<file path="src/rtl/syndrome_stream_tx_if.sv">
// Valid/ready stream bundle used on both the measurement side
// and the decoder-facing syndrome side of syndrome_stream_tx.
interface syndrome_stream_tx_if #(
    parameter int W = 32
);
    logic [W-1:0] data;
    logic         valid;
    logic         ready;

    modport master (output data, output valid, input  ready);
    modport slave  (input  data, input  valid, output ready);
endinterface

</file>
<file path="src/rtl/syndrome_stream_tx.sv">
// Frames GRID_WIDTH_U measurement rounds into one decode job
// (header word + packed 32-bit data words) for the decoder input.
module syndrome_stream_tx #(
    parameter int          GRID_WIDTH_X = 6,
    parameter int          GRID_WIDTH_Z = 2,
    parameter int          GRID_WIDTH_U = 5,
    parameter logic [7:0]  HEADER_TAG   = 8'hA5
) (
    input  logic                 clk,
    input  logic                 reset,
    syndrome_stream_tx_if.slave  meas_i,
    syndrome_stream_tx_if.master out_o,
    output logic                 busy_o,
    output logic [15:0]          job_id_o
);
    localparam int PU  = GRID_WIDTH_X * GRID_WIDTH_Z;
    localparam int WPR = (PU + 31) / 32;
    localparam int WCW = (WPR > 1) ? $clog2(WPR) : 1;
    localparam int RCW = (GRID_WIDTH_U > 1) ? $clog2(GRID_WIDTH_U) : 1;
    localparam int BW  = WPR * 32;

    typedef enum logic [1:0] {
        IDLE,
        HDR,
        LOAD,
        SEND
    } state_t;

    state_t          state_q, state_d;
    logic [WCW-1:0]  word_q, word_d;
    logic [RCW-1:0]  round_q, round_d;
    logic [15:0]     job_q, job_d;
    logic [BW-1:0]   buf_q, buf_d;

    always_ff @(posedge clk) begin
        if (reset) begin
            state_q <= IDLE;
            word_q  <= '0;
            round_q <= '0;
            job_q   <= '0;
            buf_q   <= '0;
        end else begin
            state_q <= state_d;
            word_q  <= word_d;
            round_q <= round_d;
            job_q   <= job_d;
            buf_q   <= buf_d;
        end
    end

    always_comb begin
        state_d = state_q;
        word_d  = word_q;
        round_d = round_q;
        job_d   = job_q;
        buf_d   = buf_q;
        unique case (state_q)
            IDLE: begin
                // The round that wakes us is consumed later, in LOAD
                if (meas_i.valid) state_d = HDR;
            end
            HDR: begin
                if (out_o.ready) state_d = LOAD;
            end
            LOAD: begin
                if (meas_i.valid) begin
                    buf_d   = BW'(meas_i.data);
                    word_d  = '0;
                    state_d = SEND;
                end
            end
            SEND: begin
                if (out_o.ready) begin
                    if (word_q < WCW'(WPR - 1)) begin
                        word_d = word_q + 1'b1;
                    end else if (round_q < RCW'(GRID_WIDTH_U - 1)) begin
                        round_d = round_q + 1'b1;
                        state_d = LOAD;
                    end else begin
                        round_d = '0;
                        job_d   = job_q + 16'd1;
                        state_d = IDLE;
                    end
                end
            end
            default: state_d = IDLE;
        endcase
    end

    always_comb begin
        meas_i.ready = (state_q == LOAD);
        out_o.valid  = (state_q == HDR) || (state_q == SEND);
        out_o.data   = '0;
        if (state_q == HDR)
            out_o.data = {HEADER_TAG, 8'h00, job_q};
        else if (state_q == SEND)
            out_o.data = buf_q[{word_q, 5'b0} +: 32];
        busy_o   = (state_q != IDLE);
        job_id_o = job_q;
    end
endmodule

</file>
<file path="src/flat_wrapper.sv">
// flat-port wrapper written by rule: the top's interface ports become plain ports
module syndrome_stream_tx_flat 
#(
    parameter int          GRID_WIDTH_X = 6,
    parameter int          GRID_WIDTH_Z = 2,
    parameter int          GRID_WIDTH_U = 5,
    parameter logic [7:0]  HEADER_TAG   = 8'hA5
)
  (clk, reset, busy_o, job_id_o, meas_i_data, meas_i_valid, meas_i_ready, out_o_data, out_o_valid, out_o_ready);
  syndrome_stream_tx_if #(.W(12)) meas_i_i ();
  syndrome_stream_tx_if #(.W(32)) out_o_i ();
  input  logic clk;
  input  logic reset;
  output logic busy_o;
  output logic [15:0] job_id_o;
  input wire logic [$bits(meas_i_i.data)-1:0] meas_i_data;
  input wire logic [$bits(meas_i_i.valid)-1:0] meas_i_valid;
  output wire logic [$bits(meas_i_i.ready)-1:0] meas_i_ready;
  output wire logic [$bits(out_o_i.data)-1:0] out_o_data;
  output wire logic [$bits(out_o_i.valid)-1:0] out_o_valid;
  input wire logic [$bits(out_o_i.ready)-1:0] out_o_ready;
  assign meas_i_i.data = meas_i_data;
  assign meas_i_i.valid = meas_i_valid;
  assign meas_i_ready = meas_i_i.ready;
  assign out_o_data = out_o_i.data;
  assign out_o_valid = out_o_i.valid;
  assign out_o_i.ready = out_o_ready;
  syndrome_stream_tx #(.GRID_WIDTH_X(GRID_WIDTH_X), .GRID_WIDTH_Z(GRID_WIDTH_Z), .GRID_WIDTH_U(GRID_WIDTH_U), .HEADER_TAG(HEADER_TAG)) u_core (.clk(clk), .reset(reset), .meas_i(meas_i_i), .out_o(out_o_i), .busy_o(busy_o), .job_id_o(job_id_o));
endmodule
</file>
<file path="config.mk">
export PLATFORM = sky130hd
export DESIGN_NAME = syndrome_stream_tx_flat
export DESIGN_NICKNAME = d
export VERILOG_FILES = /design/src/rtl/syndrome_stream_tx_if.sv /design/src/rtl/syndrome_stream_tx.sv /design/src/flat_wrapper.sv
export SDC_FILE = /design/constraint.sdc
export NUM_CORES = 1
export LEC_CHECK = 0
export BUFFER_PORTS_ARGS = -buffer_cell sky130_fd_sc_hd__buf_2
export CAP_MARGIN = 20
export CORE_ASPECT_RATIO = 0.75
export CORE_UTILIZATION = 30
export CTS_CLUSTER_DIAMETER = 100
export DETAILED_ROUTE_END_ITERATION = 16
export GPL_TIMING_DRIVEN = 0
export PLACE_DENSITY = 0.55
export SYNTH_ARGS = -nofsm -noshare
export SYNTH_HDL_FRONTEND = slang
export SYNTH_SLANG_ARGS = --single-unit
export TNS_END_PERCENT = 20
</file>
<file path="constraint.sdc">
create_clock -name clk -period 1.4 [get_ports clk]
set_input_delay 0.28 -clock clk [delete_from_list [all_inputs] [get_ports clk]]
set_output_delay 0.28 -clock clk [all_outputs]
set_load 0.005 [all_outputs]
</file>
# After elaboration in Yosys (flattened, before gate mapping)
# Cells that the tools add are included.
totals:
  regBits: 34
  wordCells: 45
  output_inout_bits: 51
op_classes:
  n_shift: 1
  muxes: 14
  magnitude_cmp: 2
  add_sub_neg: 3
  eq_ne: 9
  bitwise_logic: 2
  n_reduce_logical: 9
ops:
  columns: ["operator", "count"]
  rows:
  - ["$mux 32", 2]
  - ["$shiftx 32x7->32", 1]
  - ["$add 16x1->16 const B", 1]
  - ["$mux 2", 6]
  - ["$ne 2x2->1 const B", 5]
  - ["$pmux 2 s4", 1]
  - ["$reduce_and 4->1", 2]
  - ["$reduce_and 5->1", 1]
  - ["$eq 2x2->1 const B", 2]
  - ["$reduce_bool 2->1", 2]
  - ["$add 3x1->3 const B", 1]
  - ["$lt 3x3->1 const B", 1]
  - ["$mux 1", 3]
  - ["$mux 3", 1]
  - ["$reduce_and 3->1", 1]
  - ["$eq 2x1->1 const B", 1]
  - ["$logic_not 2->1", 1]
  - ["$ne 2x1->1 const B", 1]
  - ["$not 1->1", 2]
  - ["$pmux 1 s2", 1]
  - ["$reduce_and 2->1", 1]
  - ["$add 1x1->1 const B", 1]
  - ["$logic_or 1x1->1", 1]
  - ["$lt 1x1->1 const B", 1]

# Longest topological paths before layout
# Gate-level depths: netlist of run 1.
depth:
  depth_word: 5
  depth_mapped: 6
  mapped_depth_nobuf: 5

# Worst setup path after synthesis of run 1
# No wires, ideal clock.
synth_timing:
  path_type: "reg2reg"
  from: "register u_core.job_q[10] (netlist: u_core.job_id_o[10])"
  to: "register u_core.job_q[15] (netlist: u_core.job_id_o[15])"
  slack_ns: -0.206
  setup_time_ns: 0.070
  path_stages_with_launch: 5
  path_buffers: 0
  period_less_slack_ns: 1.606
  t_required_ns: 1.330
  arrival_ns: 1.536
  cell_sequence: "dfxtp_1 -> nand3_2 -> or4_1 -> or4_1 -> a21oi_1"
synth_between:
  elab_chain_len: 1
synth_lines:
  columns: ["item", "line", "source"]
  rows:
  - ["start: declaration", "syndrome_stream_tx.sv:32", "logic [15:0] job_q, job_d;"]
  - ["start signal: assignment", "syndrome_stream_tx.sv:46", "job_q <= job_d;"]
  - ["$add 16x1->16", "syndrome_stream_tx.sv:81", "job_d = job_q + 16'd1;"]
# Every way passes these cells.
# A chain may end at the register's enable or synchronous reset.

# Worst setup path in the final report of run 1
layout_timing:
  from: "register u_core.job_q[7] (netlist: u_core.job_id_o[7])"
  to: "register u_core.job_q[15] (netlist: u_core.job_id_o[15])"
# Same word-level chain as after synthesis.

==> flow_metrics.env, run 1 <==
export IMPL_yosys_area_share_simple=0.300
export IMPL_hold_end="u_core.state_q[0]$_SDFFE_PP0P_"
export IMPL_synth_top_family_by_area="simple AND/OR/NAND/NOR gates"
export IMPL_dp_slack_ns=-0.454
export IMPL_hold_viol=0
export IMPL_biggest_fanout_along_the_worst_timing_path=6
export IMPL_synth_warning_count=0
export IMPL_final_setup_skew_ns=0.00535
export IMPL_timing_critical_path_required_ns=1.63
export IMPL_floorplan_core_area_um2=5550
export IMPL_violated_checks="setup timing"
export IMPL_drc=0
export IMPL_synth_area_mux_share=0.0671
export IMPL_rsz_0062_raised_after_global_routing="yes"
export IMPL_detail_route_antenna_nets=0
export IMPL_max_freq_ghz=0.619
export IMPL_min_period_over_period=1.15
export IMPL_die_w_um=91.2
export IMPL_die_h_um=68.9
export IMPL_power_report_internal_total_mw=1.44
export IMPL_fin_tns_setup_ns=-3.92
export IMPL_die_area_um2=6280
export IMPL_grt_antenna_before_repair=0
export IMPL_final_nets=321
export IMPL_synth_xor_area_frac=0.0489
export IMPL_worstReg2RegEnd="u_core.job_id_o[15]$_SDFFE_PP0P_"
export IMPL_cp_capture_type="flop"
export IMPL_postSynth_asyncResetShare=0
export IMPL_via_count_of_the_first_global_routing_pass=1551
export IMPL_diodes=0
export IMPL_max_slew_headroom=0.636
export IMPL_critPathArrivalTime_ns=1.85
export IMPL_kind_of_start_point_of_the_critical_path="flop"
export IMPL_area_delta_synth_final_pct=49.2
export IMPL_syn_instance_count=218
export IMPL_drt_pass1_iterations=4
export IMPL_logic_pwr_share=0.150
export IMPL_htreeDepth=2
export IMPL_cts_tree="done"
export IMPL_wl_per_cell_um=12.6
export IMPL_route_detailed_vias_per_inst=4.55
export IMPL_initial_utilization=0.322
export IMPL_vdd_ir_drop_worst_mv=0.349
export IMPL_grt_overflow_total=0
export IMPL_r2r_worst_path_cells=4
export IMPL_drive_above_1_share=0.464
export IMPL_fin_crit_ns=1.61
export IMPL_clk_pin_slew_ns=0.07
export IMPL_wl_um=4780
export IMPL_clock_sinks=33
export IMPL_synth_compound_area_share=0.0867
export IMPL_worst_hold_path_type="in -> reg"
export IMPL_synth_main_ff_cell="dfxtp_1"
export IMPL_ctsRootBufferMaster="clkbuf_8"
export IMPL_total_switching_power_mw=0.499
export IMPL_sw_frac_of_total=0.257
export IMPL_setup_worst_path_class="reg -> reg"
export IMPL_rows=23
export IMPL_status="finished, violations left"
export IMPL_synth_area_per_cell_um2=8.21
export IMPL_final_critical_path_setup_slack_ns=-0.214
export IMPL_max_cap_check_violation_count=0
export IMPL_grt_start_max_net_pins=11
export IMPL_holdPathStages=2
export IMPL_timing_worst_slew_pin_value_ns=0.547
export IMPL_final_core_occ=0.481
export IMPL_grtUsageTotal=0.161
export IMPL_yosys_cell_types=35
export IMPL_hpwl_um=3260
export IMPL_ys_seq_elements=33
export IMPL_synth_cell_area_um2=1790
export IMPL_global_route_wire_length_before_repair_um=7620
export IMPL_final_weighted_congestion_in_routability_driven_placement=0.747
export IMPL_numCtsBuffers=5
export IMPL_min_delay_start="reset"
export IMPL_detailedRoute_firstIterationViolations=70
export IMPL_buffers_added_on_ports=53
export IMPL_yosys_area_share_adder=0.0140
export IMPL_pwr_density_cell_nw_per_um2=727
export IMPL_fin_hold_ws_ns=0.215
export IMPL_ys_seq_area_frac=0.369
export IMPL_top_level_ports=67
export IMPL_rr_startpoint="u_core.job_id_o[7]$_SDFFE_PP0P_"
export IMPL_leakagePower_nw=1.15
export IMPL_cts_path_max_buffers=2
export IMPL_clockPowerShare=0.365
export IMPL_r2r_setup_slack_ns=-0.21
export IMPL_sequentialPowerShare=0.485
export IMPL_routed_via_count=1723
export IMPL_insertion_delay_ns=0.29
export IMPL_final_max_slew_viol_count=0
export IMPL_setup_viol=28
export IMPL_synth_edff_count=0
stage by stage:
step	cells	total power, mW	area, um^2
final	379	1.94	2670
after global routing	379	2.04	2670
after CTS	377	1.96	2600
after detailed placement	357	1.18	2230
after global placement	357	1.18	2230
after floorplan	229	1.12	1870
critical path, cell delays in order (launching register included):
cell and delay [ns]:
dfxtp_4 0.40, nand4_4 0.15, or4_4 0.45, or4_4 0.43, a21oi_2 0.13
sequential cells by signal (all words and copies together), names as in the netlist:
signal	flops
u_core.round_q	3
u_core.job_id_o	16
u_core.buf_q	12
u_core.state_q	2
timing repair:
item,4_1_cts,5_1_grt
endpoints found under the setup margin,47,42
hold buffers,0,0
cloned,2,0
resized for setup,52,18
pin swaps,7,9
buffers inserted,10,2
cell usage in the layout, fill, tap and decap left out, drive strengths merged, types with 3 or more instances in the layout:
cell type	netlist	final
nand2	22	22
buf	17	86
nor2	19	19
nor2b	14	14
xnor2	8	8
nand3	18	18
nor3	5	5
mux2i	12	12
and2	4	4
nor4	4	4
clkbuf	11	15
nand4	3	3
a21oi	21	21
dfxtp	33	33
inv	4	4
or4	3	3
conb	1	12
cells by family after synthesis:
family / after synthesis
simple gates: 100
mux: 12
buf+inv: 32
fa+ha+maj: 2
other cells: 1
flops: 33
xor+xnor: 10
compound gates: 28
worst max path at each step:
| stage | start | end | slack [ns] | cells past startpoint |
|---|---|---|---|---|
| CTS | u_core.state_q[1]$_SDFFE_PP0P_ | out_o_data[11] | -0.19 | 5 |
| finish | u_core.job_id_o[7]$_SDFFE_PP0P_ | u_core.job_id_o[15]$_SDFFE_PP0P_ | -0.21 | 4 |
| floorplan | u_core.job_id_o[11]$_SDFFE_PP0P_ | u_core.job_id_o[15]$_SDFFE_PP0P_ | -0.11 | 4 |
| global route | u_core.state_q[1]$_SDFFE_PP0P_ | out_o_data[13] | -0.25 | 5 |
| detailed placement | u_core.state_q[0]$_SDFFE_PP0P_ | out_o_data[12] | -0.45 | 4 |
| global placement | u_core.state_q[0]$_SDFFE_PP0P_ | out_o_data[13] | -0.41 | 4 |
power groups by stage:
stage	registers (mW)	logic, mW	clock network, mW
global route	0.944	0.313	0.783
CTS	0.949	0.279	0.729
detailed placement	0.979	0.203	0
finish	0.943	0.291	0.709
floorplan	0.977	0.139	0
global placement	0.979	0.202	0
final cells by class:
class | count | area, um^2
clock buffer | 6 | 72.6
fill | 547 | 2880
clock inverter | 2 | 10.0
timing repair buffer | 67 | 435
tap | 75 | 93.8
buffer | 28 | 228
multi-input combinational | 164 | 1110
sequential | 33 | 707
inverter | 4 | 15.0
cell usage after synthesis, types with 3 or more instances:
master | number | area share
dfxtp_1 | 33 | 0.37
a21oi_1 | 21 | 0.059
nand2_1 | 21 | 0.044
nor2_1 | 19 | 0.040
nand3_1 | 17 | 0.048
buf_4 | 16 | 0.067
nor2b_1 | 14 | 0.049
mux2i_1 | 12 | 0.067
clkbuf_1 | 9 | 0.019
xnor2_1 | 8 | 0.039
nor3_1 | 5 | 0.014
and2_1 | 4 | 0.014
inv_1 | 4 | 0.0084
nor4_1 | 4 | 0.014
or4_1 | 3 | 0.013
per-layer routing:
metal	share of wire	routed length (um)	GRT usage	vias up
met5	0	0	0	-
met1	0.52	2490	0.219	772
met3	0.057	274	0.0395	10
met2	0.40	1930	0.245	59
met4	0.018	86	0.0655	0
li1	-	-	-	882
Power figures use the tool's default switching activity.
==> inputs of run 2 (changes only) <==
PLACE_DENSITY = 0.53   (was 0.55)
REMOVE_ABC_BUFFERS = 1   (was not set)
SLEW_MARGIN = 20   (was not set)
clock period = 1.5 ns   (was 1.4 ns; I/O delays follow)
==> run 2 against run 1 <==
Compared with the run above: the run still ends with setup timing left; flip-flop and latch count unchanged; maximum frequency about the same; combinational power down 35%; first-iteration DRC count shrank 13%; utilization shrank 5.5 points; sequential share of layout area increased by 3.2 points; critical path depth did not move; register-to-register slack gained 0.098 ns; setup slack improved by 0.098 ns; total power decreased by 11%; die area unchanged.
==> flow_metrics.env, run 2 (synthesis gave the netlist of run 1 again) <==
export IMPL_status="finished, violations left"
export IMPL_violated_checks="setup timing"
export IMPL_diodes=0
export IMPL_worst_hold_path_type="in -> reg"
export IMPL_sequentialPowerShare=0.516
export IMPL_sequential_cell_area_um2=703
export IMPL_detail_route_antenna_nets=0
export IMPL_kind_of_start_point_of_the_critical_path="flop"
export IMPL_total_switching_power_mw=0.443
export IMPL_rows=23
export IMPL_biggest_fanout_along_the_worst_timing_path=5
export IMPL_hpwl_um=2990
export IMPL_cts_path_max_buffers=2
export IMPL_route_detailed_vias_per_inst=4.61
export IMPL_grt_start_max_net_pins=36
export IMPL_final_max_slew_viol_count=0
export IMPL_insertion_delay_ns=0.28
export IMPL_clk_pin_slew_ns=0.08
export IMPL_final_common_cell="buf_2"
export IMPL_drt_pass1_iterations=5
export IMPL_min_period_over_period=1.08
export IMPL_sw_frac_of_total=0.256
export IMPL_max_freq_ghz=0.619
export IMPL_fin_crit_ns=1.62
export IMPL_wl_per_cell_um=13.4
export IMPL_hold_viol=0
export IMPL_largest_register_ffs=16
export IMPL_leakagePower_nw=0.965
export IMPL_critPathArrivalTime_ns=1.82
export IMPL_setup_viol=18
export IMPL_area_occupied_by_multi_input_gates_um2=1050
export IMPL_grt_antenna_before_repair=0
export IMPL_area_delta_synth_final_pct=32.3
export IMPL_floorplan_core_area_um2=5550
export IMPL_drive_above_1_share=0.392
export IMPL_grtUsageTotal=0.157
export IMPL_vdd_ir_drop_worst_mv=0.362
export IMPL_timing_worst_slew_pin_value_ns=0.659
export IMPL_final_critical_path_setup_slack_ns=-0.116
export IMPL_die_h_um=68.9
export IMPL_htreeDepth=2
export IMPL_detailedRoute_firstIterationViolations=61
export IMPL_power_report_internal_total_mw=1.28
export IMPL_place_area_um2=2010
export IMPL_rsz_0062_raised_after_global_routing="yes"
export IMPL_ctsRootBufferMaster="clkbuf_8"
export IMPL_die_w_um=91.2
export IMPL_initial_utilization=0.322
export IMPL_clock_sinks=33
export IMPL_setup_worst_path_class="reg -> reg"
export IMPL_fillerInstances=577
export IMPL_pwr_density_cell_nw_per_um2=729
export IMPL_top_level_ports=67
export IMPL_buffers_added_on_ports=54
export IMPL_dp_slack_ns=-1.39
export IMPL_grt_overflow_total=0
export IMPL_via_count_of_the_first_global_routing_pass=1465
export IMPL_final_setup_skew_ns=0.0108
export IMPL_drc=0
export IMPL_timing_critical_path_required_ns=1.71
export IMPL_max_slew_headroom=0.560
export IMPL_final_design_area_no_fill_um2=2370
export IMPL_routed_via_count=1629
export IMPL_die_area_um2=6280
export IMPL_clockPowerShare=0.375
export IMPL_global_route_wire_length_before_repair_um=7490
export IMPL_final_weighted_congestion_in_routability_driven_placement=0.814
export IMPL_cp_capture_type="flop"
export IMPL_r2r_setup_slack_ns=-0.12
export IMPL_max_cap_check_violation_count=0
export IMPL_cts_tree="done"
export IMPL_wl_um=4720
export IMPL_mostFrequentLayoutCells="54 x buf_2, 21 x nand2_1, 20 x a21oi_1"
export IMPL_final_nets=295
export IMPL_numCtsBuffers=5
export IMPL_logic_pwr_share=0.109
## run 2: changes by cell type in the layout (fill, tap and decap cells not counted), moves of 2 or more
cell	before	now
buf_4	21	10
buf_6	11	2
clkbuf_1	5	1
buf_2	51	54
clkbuf_8	8	5
nor4_1	0	3
buf_12	0	2
nand3_2	2	0
nor4_4	3	1
o21ai_0	0	2
o21ai_1	2	0
## run 2: worst max-delay path, stage by stage (launching register included)
cell and delay (ns):
dfxtp_4 0.39, nand4_4 0.15, or4_4 0.45, or4_4 0.43, a21oi_2 0.12
## run 2: worst paths after layout
kind,from,endpoint,depth (start not counted)
worst max-delay path,u_core.job_id_o[6]$_SDFFE_PP0P_,u_core.job_id_o[15]$_SDFFE_PP0P_,4
worst min-delay path,meas_i_data[5],u_core.buf_q[5]$_SDFFE_PP0P_,3
worst max register to register,u_core.job_id_o[6]$_SDFFE_PP0P_,u_core.job_id_o[15]$_SDFFE_PP0P_,4
worst min register to register,u_core.buf_q[0]$_SDFFE_PP0P_,u_core.buf_q[0]$_SDFFE_PP0P_,2
## run 2: power groups by stage
stage | Sequential, mW | Clock (mW) | Combinational, mW
after floorplan | 0.929 | 0 | 0.0540
after global placement | 0.942 | 0 | 0.117
after detailed placement | 0.942 | 0 | 0.119
after CTS | 0.893 | 0.660 | 0.188
after global routing | 0.893 | 0.708 | 0.207
final | 0.891 | 0.648 | 0.188
## run 2: metrics by stage
| step | hold slack, ns | std cells | power (mW) | TNS (ns) | util |
|---|---|---|---|---|---|
| finish | 0.263 | 353 | 1.73 | -0.941 | 0.426 |
| global placement | 0.444 | 330 | 1.06 | -36.01 | 0.362 |
| CTS | 0.261 | 350 | 1.74 | -1.28 | 0.419 |
| global route | 0.265 | 353 | 1.81 | -2.43 | 0.426 |
| floorplan | 0.369 | 201 | 0.983 | -11.87 | - |
| detailed placement | 0.449 | 330 | 1.06 | -37.15 | 0.362 |
## run 2: repair_timing
item,in CTS,in global routing
resized for setup,37,6
pin swaps,7,3
setup buffers,12,3
hold buffers,0,0
setup endpoints to repair,55,23
## run 2: per-layer routing
metal | track usage | up-vias | wire length, um
met5 | 0 | - | 0
met4 | 0.0298 | 0 | 24
met3 | 0.0406 | 5 | 218
met2 | 0.234 | 44 | 1920
met1 | 0.229 | 746 | 2550
li1 | - | 834 | -
## run 2: cell type report
cell class | count | area share
clock inverters | 2 | 0.00423
inverters | 4 | 0.00634
multi-input cells | 164 | 0.444
well taps | 75 | 0.0396
repair buffers | 69 | 0.179
clock buffers | 6 | 0.0306
flip-flops and latches | 33 | 0.297
